$ cat src/rtl/router_pkg.sv
// Shared types and helpers for the router port logic.
package router_pkg;

    typedef enum logic {IDLE, BODY} tx_state_t;

    // Bits needed to hold a credit count from 0 up to depth inclusive.
    function automatic int unsigned credit_w(input int unsigned depth);
        return $clog2(depth + 1);
    endfunction

endpackage

$ cat src/rtl/router_credit_counter.sv
// Saturating up/down credit counter with a sticky overflow flag.
module router_credit_counter
    import router_pkg::*;
#(
    parameter int unsigned CreditDepth = 4
) (
    input  logic                                clk,
    input  logic                                rst,
    input  logic                                consume,
    input  logic                                release_req,
    output logic [credit_w(CreditDepth)-1:0]    count,
    output logic                                nonzero,
    output logic                                ovf
);

    localparam int unsigned CW = credit_w(CreditDepth);
    localparam logic [CW-1:0] MaxCount = CW'(CreditDepth);

    logic [CW-1:0] count_d, count_q;
    logic          ovf_d, ovf_q;

    always_comb begin
        count_d = count_q;
        ovf_d   = ovf_q;
        if (consume && !release_req) begin
            count_d = count_q - CW'(1);
        end else if (release_req && !consume) begin
            if (count_q == MaxCount) begin
                ovf_d = 1'b1;
            end else begin
                count_d = count_q + CW'(1);
            end
        end
    end

    always_ff @(posedge clk or posedge rst) begin
        if (rst) begin
            count_q <= MaxCount;
            ovf_q   <= 1'b0;
        end else begin
            count_q <= count_d;
            ovf_q   <= ovf_d;
        end
    end

    assign count   = count_q;
    assign nonzero = (count_q != '0);
    assign ovf     = ovf_q;

endmodule

$ cat src/rtl/router_credit_tx.sv
// Credit-based flit transmitter: registers accepted flits onto the link and tracks
// downstream FIFO space with credits, enforcing head..tail wormhole framing.
module router_credit_tx
    import router_pkg::*;
#(
    parameter int unsigned Width       = 8,
    parameter int unsigned CreditDepth = 4
) (
    input  logic                             clk,
    input  logic                             rst,
    input  logic                             in_valid,
    output logic                             in_ready,
    input  logic [Width-1:0]                 in_data,
    input  logic                             in_head,
    input  logic                             in_tail,
    output logic                             out_valid,
    output logic [Width-1:0]                 out_data,
    input  logic                             credit_in,
    output logic [credit_w(CreditDepth)-1:0] credits,
    output logic                             busy,
    output logic                             err_credit_ovf,
    output logic                             err_framing
);

    logic             accept;
    logic             credit_nonzero;
    tx_state_t        state_d, state_q;
    logic             err_framing_d, err_framing_q;
    logic             out_valid_d, out_valid_q;
    logic [Width-1:0] out_data_d, out_data_q;

    router_credit_counter #(
        .CreditDepth (CreditDepth)
    ) u_credit_counter (
        .clk         (clk),
        .rst         (rst),
        .consume     (accept),
        .release_req (credit_in),
        .count       (credits),
        .nonzero     (credit_nonzero),
        .ovf         (err_credit_ovf)
    );

    // Ready looks only at the registered count, so a same-cycle credit cannot raise it.
    assign in_ready = credit_nonzero;
    assign accept   = in_valid & in_ready;

    always_ff @(posedge clk or posedge rst) begin
        if (rst) begin
            state_q       <= IDLE;
            err_framing_q <= 1'b0;
        end else begin
            state_q       <= state_d;
            err_framing_q <= err_framing_d;
        end
    end

    // Malformed flits are still forwarded; a stray body flit in IDLE opens a packet.
    always_comb begin
        state_d       = state_q;
        err_framing_d = err_framing_q;
        if (accept) begin
            unique case (state_q)
                IDLE: begin
                    if (!in_head) err_framing_d = 1'b1;
                    if (!in_tail) state_d = BODY;
                end
                BODY: begin
                    if (in_head) err_framing_d = 1'b1;
                    if (in_tail) state_d = IDLE;
                end
                default: state_d = IDLE;
            endcase
        end
    end

    always_comb begin
        busy        = (state_q == BODY);
        err_framing = err_framing_q;
    end

    always_comb begin
        out_valid_d = accept;
        out_data_d  = accept ? in_data : out_data_q;
    end

    always_ff @(posedge clk or posedge rst) begin
        if (rst) begin
            out_valid_q <= 1'b0;
            out_data_q  <= '0;
        end else begin
            out_valid_q <= out_valid_d;
            out_data_q  <= out_data_d;
        end
    end

    assign out_valid = out_valid_q;
    assign out_data  = out_data_q;

endmodule
$ cat config.mk
export PLATFORM = sky130hd
export DESIGN_NAME = router_credit_tx
export DESIGN_NICKNAME = d
export VERILOG_FILES = /design/src/rtl/router_pkg.sv /design/src/rtl/router_credit_counter.sv /design/src/rtl/router_credit_tx.sv
export SDC_FILE = /design/constraint.sdc
export NUM_CORES = 1
export LEC_CHECK = 0
export ABC_AREA = 1
export BUFFER_PORTS_ARGS = -buffer_cell sky130_fd_sc_hd__buf_2
export CAP_MARGIN = 20
export CORE_MARGIN = 1.5
export CORE_UTILIZATION = 49
export CTS_CLUSTER_DIAMETER = 30
export DETAILED_ROUTE_END_ITERATION = 16
export PLACE_DENSITY_LB_ADDON = 0.2
export SETUP_SLACK_MARGIN = 0.3
export SYNTH_ARGS = -nofsm -noshare
export SYNTH_HDL_FRONTEND = slang
export SYNTH_HIERARCHICAL = 1
export SYNTH_SLANG_ARGS = --single-unit
export TNS_END_PERCENT = 50
$ cat constraint.sdc
create_clock -name clk -period 4.8 [get_ports clk]
set_clock_uncertainty 0.05 [all_clocks]
set_input_delay 0.24 -clock clk [delete_from_list [all_inputs] [get_ports clk]]
set_output_delay 0.24 -clock clk [all_outputs]
set_load 0.01 [all_outputs]
# After elaboration in Yosys (flattened, before gate mapping)
# Index checks and enable logic that the tools add are counted.
# W data, S select, Z words.
# op_classes
eq_ne,4
n_reduce_logical,9
bitwise,3
addsub,2
n_mux,7
# ops
operator,count
$mux W3,3
$reduce_and A3 Y1,2
$ne A2 B2 Y1 const B,2
$add A3 B1 Y3 const B,1
$eq A3 B3 Y1 const B,1
$mux W1,3
$reduce_bool A3 Y1,1
$sub A3 B1 Y3 const B,1
$logic_and A1 B1 Y1,2
$logic_not A1 Y1,2
$ne A2 B1 Y1 const B,1
$not A1 Y1,2
$pmux W1 S2,1
$reduce_and A2 Y1,1
$reduce_bool A2 Y1,1
$and A1 B1 Y1,1
# word_totals
out_inout_bits,16
input_bits,14
elab_cells,31
ff_bits,15

# Depth between registers and ports, before layout
# Gate-level depths: netlist of the first run.
# depth
word_depth,6
depth_mapped,11

# Hierarchy
# The synthesis of the first run kept the hierarchy.
# modules_own_cells
module,instances,seq_area_each_um2,area_each_um2,cells_per_inst
router_credit_tx,1,275.3,435.4,48
router_credit_counter,1,101.3,284.0,36

# Worst setup path after synthesis of the first run
# No wires, ideal clock.
# synth_path
kind,register to register
start,register u_credit_counter.count_q[2] (netlist: u_credit_counter/count[2])
end,register u_credit_counter.count_q[2] (netlist: u_credit_counter/count[2])
stages_incl_launch_ff,12
arrival_ps,1904
t_required_ps,4690
slack_ps,2785
period_less_slack_ps,2015
path_buffers,0
path_cell_list,dfstp_2 inv_2 nand2_1 nand2_2 inv_4 ha_1 inv_1 fa_1 nand3b_1 nand2_1 nand2_1 nand2_1
# synth_between
elab_chain_cells,6
# synth_lines
item,line_no,rtl
start: declaration,router_credit_counter.sv:19,"logic [CW-1:0] count_d, count_q;"
start signal: assignment,router_credit_counter.sv:38,count_q <= MaxCount;
start signal: assignment,router_credit_counter.sv:41,count_q <= count_d;
$reduce_bool A3 Y1 (*),router_credit_counter.sv:47,assign nonzero = (count_q != '0);
net in_ready,router_credit_tx.sv:12,"output logic in_ready,"
$and A1 B1 Y1 (*),router_credit_tx.sv:46,assign accept = in_valid & in_ready;
net accept,router_credit_tx.sv:25,logic accept;
$logic_not A1 Y1,router_credit_counter.sv:27,end else if (release_req && !consume) begin
$logic_and A1 B1 Y1,router_credit_counter.sv:27,
$reduce_bool A2 Y1 (no source line),--,
$reduce_and A2 Y1 (no source line),--,
# The timed path passes the listed nets; every way through them passes the cells marked *. The select of a mux whose other input is x is not followed.
# A chain may end at the register's enable or synchronous reset.

# Final worst setup path of the first run
# layout_path
start,register u_credit_counter.count_q[2] (netlist: u_credit_counter/count[2])
end,register u_credit_counter.count_q[2] (netlist: u_credit_counter/count[2])
# layout_between
elab_chain_cells,6
# layout_lines
item,line_no
$reduce_bool A3 Y1 (*),router_credit_counter.sv:47
$and A1 B1 Y1 (*),router_credit_tx.sv:46
net accept,router_credit_tx.sv:25
$logic_not A1 Y1,router_credit_counter.sv:27
$logic_and A1 B1 Y1,router_credit_counter.sv:27
$reduce_bool A2 Y1 (no source line),--
$reduce_and A2 Y1 (no source line),--
# Marks and branches as above.

==> results of run 1 <==
[cells in the mapped netlist]
cell,instances
buf_6,1
nand3b_1,1
nand2_2,3
ha_1,2
nand3_2,1
fa_1,1
inv_2,1
dfrtp_1,14
inv_4,1
inv_1,12
a31o_2,1
nand3_1,3
nor2_4,1
dfstp_2,1
nand2_1,39
o21ai_2,1
o21ai_1,1
[worst max-delay path: cells and delay by family (launching register included)]
kind | cells | cell delay, ns
AND/OR/NAND/NOR | 6 | 0.60
flip-flops | 1 | 0.61
buffers and inverters | 3 | 0.33
adder cells (fa/ha/maj) | 2 | 0.58
[metal layers]
metal	vias to the layer above	share of wire	GRT usage
met3	4	0.050	0.04787
met5	-	0	0
li1	317	-	-
met1	264	0.48	0.2559
met4	0	0.015	0.09677
met2	21	0.45	0.2930
[worst max path at each step]
stage | start | endpoint | slack, ns | cells after the start
global route | u_credit_counter/count[2] | u_credit_counter/count[2] | 2.38 | 11
global placement | u_credit_counter/count[2] | u_credit_counter/count[2] | 2.68 | 11
CTS | u_credit_counter/count[2] | u_credit_counter/count[2] | 2.59 | 11
finish | u_credit_counter/count[2] | u_credit_counter/count[2] | 2.58 | 11
detailed placement | u_credit_counter/count[2] | u_credit_counter/count[2] | 2.61 | 11
floorplan | u_credit_counter/count[2] | u_credit_counter/count[2] | 2.79 | 11
[timing repair]
item / CTS / global route
endpoints found under the hold margin: 14 / 0
hold buffers: 1 / 0
gates resized for setup: 0 / 0
[per-stage QoR]
step / std cells / hold WS, ns / setup WS (ns)
floorplan: 84 / -0.04464 / 2.785
global placement: 127 / 0.08835 / 2.680
detailed placement: 127 / 0.09878 / 2.614
CTS: 132 / 0.07732 / 2.590
global route: 132 / 0.06879 / 2.376
finish: 132 / 0.08202 / 2.583
[kinds of logic (layout without fill, tap and decap cells)]
kind of cell	Yosys count	after routing	synth area share
buffers and inverters	15	48	0.09217
flip-flops	15	15	0.5235
AND/OR/NAND/NOR	48	48	0.2904
adder cells (fa/ha/maj)	3	3	0.06260
AO/OA/AOI/OAI	3	3	0.03130
[power by group through the flow]
| stage | sequential (mW) | combinational (mW) | clock (mW) |
|---|---|---|---|
| floorplan | 0.254 | 0.141 | 0 |
| global placement | 0.227 | 0.247 | 0 |
| detailed placement | 0.230 | 0.253 | 0 |
| CTS | 0.229 | 0.254 | 0.0736 |
| global route | 0.236 | 0.288 | 0.0788 |
| finish | 0.229 | 0.250 | 0.0705 |
[final cells by class]
cell class	count	area, µm²
Fill cell	109	425.4
Inverter	14	55.05
Multi-Input combinational cell	54	276.5
Clock buffer	4	26.28
Timing Repair Buffer	30	155.1
Tap cell	15	18.77
Sequential cell	15	376.6
[registers in the layout, indices dropped and copies added (netlist names)]
register / flops
out_data: 8
err_framing: 1
u_credit_counter/count: 3
busy: 1
u_credit_counter/ovf: 1
out_valid: 1
[layout by cell type (no fill, tap or decap), drive strengths merged, types with 2 or more instances in the layout]
cell	instances
inv	14
clkbuf	4
ha	2
nand2	42
buf	29
nand3	4
o21ai	2
dfrtp	14
==> metrics.log, run 1 <==
[metrics] pin count of the biggest net entering global routing: 13
[metrics] post-layout minimum cycle time: 2.217 ns
[metrics] post-synthesis cell type with the largest combined area: dfrtp_1
[metrics] clock tree from TritonCTS: built
[metrics] Peak Freq: 451.1 MHz
[metrics] Top-Level Pins: 30
[metrics] Arr. time, crit path: 2.39 ns
[metrics] number of DRC violations after detailed routing: 0
[metrics] total nets after synthesis: 101
[metrics] count of max-cap constraint violations: 0
[metrics] clock edge transition at the registers on the reported setup and hold paths: 0.09 ns
[metrics] clock latency on the worst-skew pair: 0.27 ns
[metrics] Min-Delay Path Class: in -> reg
[metrics] area growth from synthesis to layout: 26.26%
[metrics] via count of the routed design: 606
[metrics] Clk Tree Root Cell: clkbuf_4
[metrics] cell mode on critical path: nand2_1
[metrics] status: finished clean
[metrics] switching share of power: 0.4194
[metrics] post-synthesis area per instance: 8.565 µm²
[metrics] final weighted congestion in routability-driven placement: 0.7791
[metrics] number of instances on the worst hold path: 2
[metrics] TritonCTS Sinks: 15
[metrics] Final Max Slew Viols: 0
[metrics] sequential element share of the synthesized area: 0.5235
[metrics] Hold Path Origin: in_tail
[metrics] number of clock buffers inserted by TritonCTS: 3
[metrics] Non-Filler Cell Area, Final: 908.4 µm²
[metrics] horizontal die dimension: 41.32 µm
[metrics] fraction of final layout cells with drive strength greater than 1: 0.3590
[metrics] final net count: 135
[metrics] post-synthesis instance area: 719.4 µm²
[metrics] Max clock buf depth: 2
[metrics] Post-Syn Instances: 84
[metrics] Setup-failing EPs final: 0
[metrics] core area: 1334 µm²
[metrics] final critical-path share of the clock period: 0.4619
[metrics] deepest level of the CTS H-tree: 1
[metrics] cell breakdown of the critical path: inv_2, nand2_1, nand2_2, inv_4, ha_1, inv_1, fa_1, nand3b_1, nand2_1, nand2_1, nand2_1
[metrics] cells taking the most area after synthesis: dfrtp_1 49%, nand2_1 20%, inv_1 6.3%
[metrics] launching point of the worst reg2reg path: u_credit_counter/count[2]
[metrics] starting DRC count in detailed routing: 7
[metrics] top cell type's share of synthesized area: 0.4870
[metrics] proportion of power drawn by flip-flops and latches: 0.416
[metrics] number of storage elements in the synthesis netlist: 15
[metrics] antenna violations before repair: 0
[metrics] maximum vdd ir drop: 0.3043 mV
[metrics] category of the critical setup timing path: reg -> reg
[metrics] Clock power frac: 0.128
[metrics] height of the chip: 41.32 µm
[metrics] detailed-route wire length per cell: 10.51 µm
[metrics] Slowest Stage Delay on Critical Path: 0.61 ns
[metrics] count of input and output buffers: 29
[metrics] count of cells along the worst register-to-register path: 11
[metrics] hold violation count in the final report: 0
[metrics] Power Dens Cells: 604.8 nW/µm²
[metrics] setup repair after global routing missed its margin: false
[metrics] combinational group share of total power: 0.455
[metrics] final core utilization: 0.6811
[metrics] Starting Density: 0.5394
[metrics] global-route total usage across every layer: 0.1935
[metrics] highest fanout seen on the critical path: 12
[metrics] Cell variety after synth: 17
[metrics] total negative slack: 0 ns
[metrics] switching power total: 0.2304 mW
[metrics] transition at the pin with the smallest max-transition slack: 0.4290 ns
[metrics] global-route wire length before repair: 2.063 mm
[metrics] reported leakage power: 0.5375 nW
[metrics] Total Wirelength: 1.387 mm
[metrics] category of the worst setup path capture point: flop
[metrics] minimum setup slack among reg-to-reg paths: 2.58 ns
[metrics] critical register-to-register path endpoint: u_credit_counter/count[2]
[metrics] Avg Vias per Cell: 4.591
[metrics] area of the die: 1707 µm²
[metrics] hpwl dp: 1.066 mm
[metrics] internal power of the cells: 0.3189 mW
[metrics] drt first pass iters: 4
[metrics] terminating pin of the worst hold path: busy
[metrics] Design Power: 0.5494 mW
[metrics] diode insertion count for antenna repair: 0
[metrics] CP max-delay cell: dfstp_2
[metrics] via count of the first global-routing pass: 476
[metrics] count of buffers added by post-CTS timing repair for setup: 0
[metrics] headroom to the max-slew limit: 0.7137
[metrics] remaining global-route overflow: 0
[metrics] floorplan row count: 13
[metrics] Warnings, synthesis: 6
[metrics] startpoint type of the worst setup path: flop
[metrics] data required time at the worst endpoint: 4.98 ns
[metrics] count of nets left with antenna violations after detail routing: 0
[metrics] cell area after placement: 872.1 µm²
No activity file was read; power rests on OpenSTA's default activity.
==> run 2: changes to the inputs <==
--- a/config.mk
+++ b/config.mk
@@ -5,11 +5,11 @@
 export SDC_FILE = /design/constraint.sdc
 export NUM_CORES = 1
 export LEC_CHECK = 0
-export ABC_AREA = 1
+export ABC_AREA = 0
 export BUFFER_PORTS_ARGS = -buffer_cell sky130_fd_sc_hd__buf_2
 export CAP_MARGIN = 20
 export CORE_MARGIN = 1.5
-export CORE_UTILIZATION = 49
+export CORE_UTILIZATION = 41
 export CTS_CLUSTER_DIAMETER = 30
 export DETAILED_ROUTE_END_ITERATION = 16
 export PLACE_DENSITY_LB_ADDON = 0.2
==> constraint.sdc (replaced) <==
create_clock -name clk -period 1.9 [get_ports clk]
set_clock_uncertainty 0.05 [all_clocks]
set_input_delay 0.095 -clock clk [delete_from_list [all_inputs] [get_ports clk]]
set_output_delay 0.095 -clock clk [all_outputs]
set_load 0.01 [all_outputs]
==> run 2 against run 1 <==
  * The flow now finishes with violations (DRC)
  * Sequential share of layout area is 7.6 points lower
  * Critical path depth is 2 lower
  * Clock power is 150% higher
  * Utilization is 3.3 points higher
  * Synthesized area is 1.6% lower
  * Global-route usage is 1.6 points lower
  * Largest cell class unchanged
==> metrics.log, run 2 <==
[metrics] area of the die: 1986 µm² (+16%)
[metrics] post-route worst setup slack: 0.03853 ns (-2.544 ns)
[metrics] TritonCTS Sinks: 15 (unchanged)
[metrics] basic-gate share of the synthesized area counting and, or, nand and nor cells: 0.04947 (-0.2410)
[metrics] fraction of final layout cells with drive strength greater than 1: 0.5524 (+0.1934)
[metrics] Slowest Stage Delay on Critical Path: 0.54 ns (-0.07 ns)
[metrics] minimum setup slack among reg-to-reg paths: 0.04 ns (-2.54 ns)
[metrics] maximum vdd ir drop: 0.7421 mV (+140%)
[metrics] number of instances on the worst hold path: 2 (unchanged)
[metrics] data required time at the worst endpoint: 2.06 ns (-2.92 ns)
[metrics] terminating pin of the worst hold path: out_data[1]
[metrics] cells taking the most area after synthesis: dfrtp_1 49%, mux2_4 15%, inv_1 5.3%
[metrics] count of cells along the worst register-to-register path: 9 (-2)
[metrics] most common library cell in the layout ignoring fill and taps: buf_2
[metrics] Setup-failing EPs final: 0 (unchanged)
[metrics] cell breakdown of the critical path: or3_4, nand2_4, inv_4, ha_4, inv_4, fa_2, or2_1, o21ai_1, a31oi_1
[metrics] Filler Cell Count: 117 (+7.3%)
[metrics] number of clock buffers inserted by TritonCTS: 3 (unchanged)
[metrics] violations in the final reports: DRC
[metrics] leading cell type by number of instances after synthesis: dfrtp_1
[metrics] height of the chip: 44.56 µm (+7.9%)
[metrics] Min-Delay Path Class: in -> reg
[metrics] hpwl dp: 1.057 mm (-0.89%)
[metrics] Avg Vias per Cell: 4.843 (+5.5%)
[metrics] global-route wire length before repair: 2.477 mm (+20%)
[metrics] share of flip-flops with an asynchronous set or reset after synthesis: 1.000 (unchanged)
[metrics] starting DRC count in detailed routing: 5 (-2)
[metrics] reported leakage power: 0.5735 nW (+6.7%)
[metrics] floorplan row count: 14 (+1)
[metrics] number of flip-flops under the largest register name: 8 (unchanged)
[metrics] via count of the routed design: 586 (-3.3%)
[metrics] Non-Filler Cell Area, Final: 1114 µm² (+23%)
[metrics] Cell variety after synth: 24 (+7)
[metrics] launching point of the worst reg2reg path: u_credit_counter/count[2]
[metrics] detailed-route wire length per cell: 12.74 µm (+21%)
[metrics] clock latency on the worst-skew pair: 0.28 ns (about the same)
[metrics] Hold Path Origin: in_data[1]
[metrics] category of the worst setup path capture point: flop
[metrics] Clk Tree Root Cell: clkbuf_4
[metrics] cell mode on critical path: inv_4
[metrics] setup repair after global routing missed its margin: true
[metrics] drt first pass iters: 10 (+6)
[metrics] number of storage elements in the synthesis netlist: 15 (unchanged)
[metrics] Peak Freq: 537.2 MHz (+19%)
[metrics] clock tree from TritonCTS: built
[metrics] core area: 1559 µm² (+17%)
[metrics] final net count: 123 (-8.9%)
[metrics] post-synthesis cell type with the largest combined area: dfrtp_1
[metrics] hold violation count in the final report: 0 (unchanged)
[metrics] Total Wirelength: 1.542 mm (+11%)
[metrics] Worst path top cell family by delay: flip-flops
[metrics] startpoint type of the worst setup path: flop
[metrics] top cell type's share of synthesized area: 0.4947 (+0.007743)
[metrics] complex-gate fraction of the synthesized area: 0.08304 (+0.05173)
[metrics] Final Max Slew Viols: 0 (unchanged)
[metrics] post-synthesis share of cell area spent on xor and xnor gates: 0.02473 (+0.02473)
[metrics] dominant synthesized flop cell: dfrtp_1
[metrics] clock edge transition at the registers on the reported setup and hold paths: 0.09 ns (about the same)
[metrics] via count of the first global-routing pass: 566 (+19%)
[metrics] remaining global-route overflow: 0 (unchanged)
[metrics] cell count along the critical path: 9 (-2)
[metrics] critical register-to-register path endpoint: u_credit_counter/count[2]
[metrics] count of nets left with antenna violations after detail routing: 0 (unchanged)
[metrics] commonest cells after routing, fill and taps aside: 29 x buf_2, 14 x dfrtp_1, 9 x dlygate4sd3_1, 8 x inv_1
[metrics] total negative slack: 0 ns (unchanged)
[metrics] combinational family with the most area after synthesis: multiplexers
[metrics] headroom to the max-slew limit: 0.7252 (+0.01154)
[metrics] post-layout minimum cycle time: 1.861 ns (-0.3556 ns)
[metrics] most numerous cell types in the synthesized netlist: 14 x dfrtp_1, 10 x inv_1, 7 x mux2_4, 3 x a21oi_1, 2 x ha_1
[metrics] pin count of the biggest net entering global routing: 12 (-1)
[metrics] final weighted congestion in routability-driven placement: 0.6856 (-12%)
[metrics] Starting Density: 0.4543 (-0.08515)
[metrics] Warnings, synthesis: 6 (unchanged)
[metrics] Top-Level Pins: 30 (unchanged)
[metrics] count of max-cap constraint violations: 0 (unchanged)
[metrics] total nets after synthesis: 72 (-29%)
[metrics] highest fanout seen on the critical path: 3 (-9)
[metrics] CP max-delay cell: dfstp_2
[metrics] global-route total usage across every layer: 0.1773 (-0.01615)
[metrics] Arr. time, crit path: 2.02 ns (-0.37 ns)
[metrics] count of input and output buffers: 29 (unchanged)
[metrics] category of the critical setup timing path: reg -> reg
[metrics] horizontal die dimension: 44.56 µm (+7.9%)
[metrics] final core utilization: 0.7143 (+0.03324)
[metrics] post-synthesis share of cell area spent on full adders, half adders and majority gates: 0.06360 (+0.0009955)
[metrics] diode insertion count for antenna repair: 0 (unchanged)
[metrics] post-synthesis instance area: 708.2 µm² (-1.6%)
[metrics] status: finished with violations
[metrics] antenna violations before repair: 0 (unchanged)
[metrics] final critical-path share of the clock period: 0.9797 (+0.5178)
[metrics] cell area after placement: 919.6 µm² (+5.5%)
[metrics] DP Worst Slack: 0.003161 ns (-2.611 ns)
[metrics] area growth from synthesis to layout: 57.24%
[metrics] count of flip-flops with a built-in enable after synthesis: 0 (unchanged)
[metrics] number of DRC violations after detailed routing: 4 (+4)
[metrics] share of cell area taken by muxes after synthesis: 0.1784 (+0.1784)
[metrics] sequential element share of the synthesized area: 0.5318 (+0.008324)
[metrics] Power Dens Cells: 1256 nW/µm² (+110%)
[metrics] post-synthesis area per instance: 12.88 µm² (+50%)
[metrics] deepest level of the CTS H-tree: 1 (unchanged)
[metrics] transition at the pin with the smallest max-transition slack: 0.4117 ns (-0.01730 ns)
[metrics] Post-Syn Instances: 55 (-35%)
[metrics] buffering stage count on the worst path with inverters included: 2 (-1)
[metrics] Max clock buf depth: 2 (unchanged)
[run 2: layout make-up]
cell class / count / area (µm²) / area share
multi-input combinational: 29 / 315.3 / 0.2831
tap: 16 / 20.02 / 0.01798
inverter: 10 / 42.54 / 0.03820
clock buffer: 4 / 26.28 / 0.02360
sequential: 15 / 376.6 / 0.3382
timing repair buffer: 47 / 332.8 / 0.2989
[run 2: cells by family after synthesis]
| family | count (synthesis) |
|---|---|
| flip-flops | 15 |
| buffers and inverters | 11 |
| AO/OA/AOI/OAI | 9 |
| multiplexers | 9 |
| AND/OR/NAND/NOR | 6 |
| adder cells (fa/ha/maj) | 3 |
| XOR/XNOR | 2 |
[run 2: worst reg2reg max path, cell delays in order, from the launching register on]
cell and delay (ns):
dfstp_2 0.54, or3_4 0.13, nand2_4 0.05, inv_4 0.06, ha_4 0.15, inv_4 0.04, fa_2 0.35, or2_1 0.22
o21ai_1 0.12, a31oi_1 0.09
[run 2: routing by layer]
layer / global-route usage / share of wire
met5: 0 / 0
met4: 0.1091 / 0.012
met3: 0.02449 / 0.028
met2: 0.3159 / 0.57
met1: 0.1958 / 0.39
[run 2: worst max-delay path by stage]
stage                                    from                   endpoint  slack, ns
floorplan           u_credit_counter/count[2]  u_credit_counter/count[2]      -0.17
global placement    u_credit_counter/count[2]  u_credit_counter/count[2]       0.07
detailed placement  u_credit_counter/count[2]  u_credit_counter/count[2]      0.003
CTS                 u_credit_counter/count[2]  u_credit_counter/count[2]       0.04
global route        u_credit_counter/count[2]  u_credit_counter/count[2]      -0.04
finish              u_credit_counter/count[2]  u_credit_counter/count[2]       0.04
[run 2: repair_timing]
| item | in CTS | in global routing |
|---|---|---|
| buffers inserted | 3 | 1 |
| hold buffers | 9 | 0 |
| pin swaps | 2 | 1 |
| setup endpoints to repair | 4 | 11 |
| endpoints found under the hold margin | 23 | 0 |
| resized for setup | 2 | 4 |
| cloned | 0 | 1 |
[run 2: power breakdown]
group / leakage [nW] / internal, mW / total (mW) / switching [mW]
registers: 0.170 / 0.431 / 0.484 / 0.0526
logic: 0.389 / 0.403 / 0.739 / 0.336
clock network: 0.0150 / 0.0813 / 0.176 / 0.0944
[run 2: per-stage QoR]
stage | std cells | hold WS, ns | total power [mW]
after detailed placement | 103 | -0.05383 | 1.116
after global routing | 121 | 0.01246 | 1.497
after global placement | 103 | -0.05946 | 1.096
final | 121 | 0.01983 | 1.399
after CTS | 119 | 0.004784 | 1.365
after floorplan | 55 | -0.1896 | 0.8922
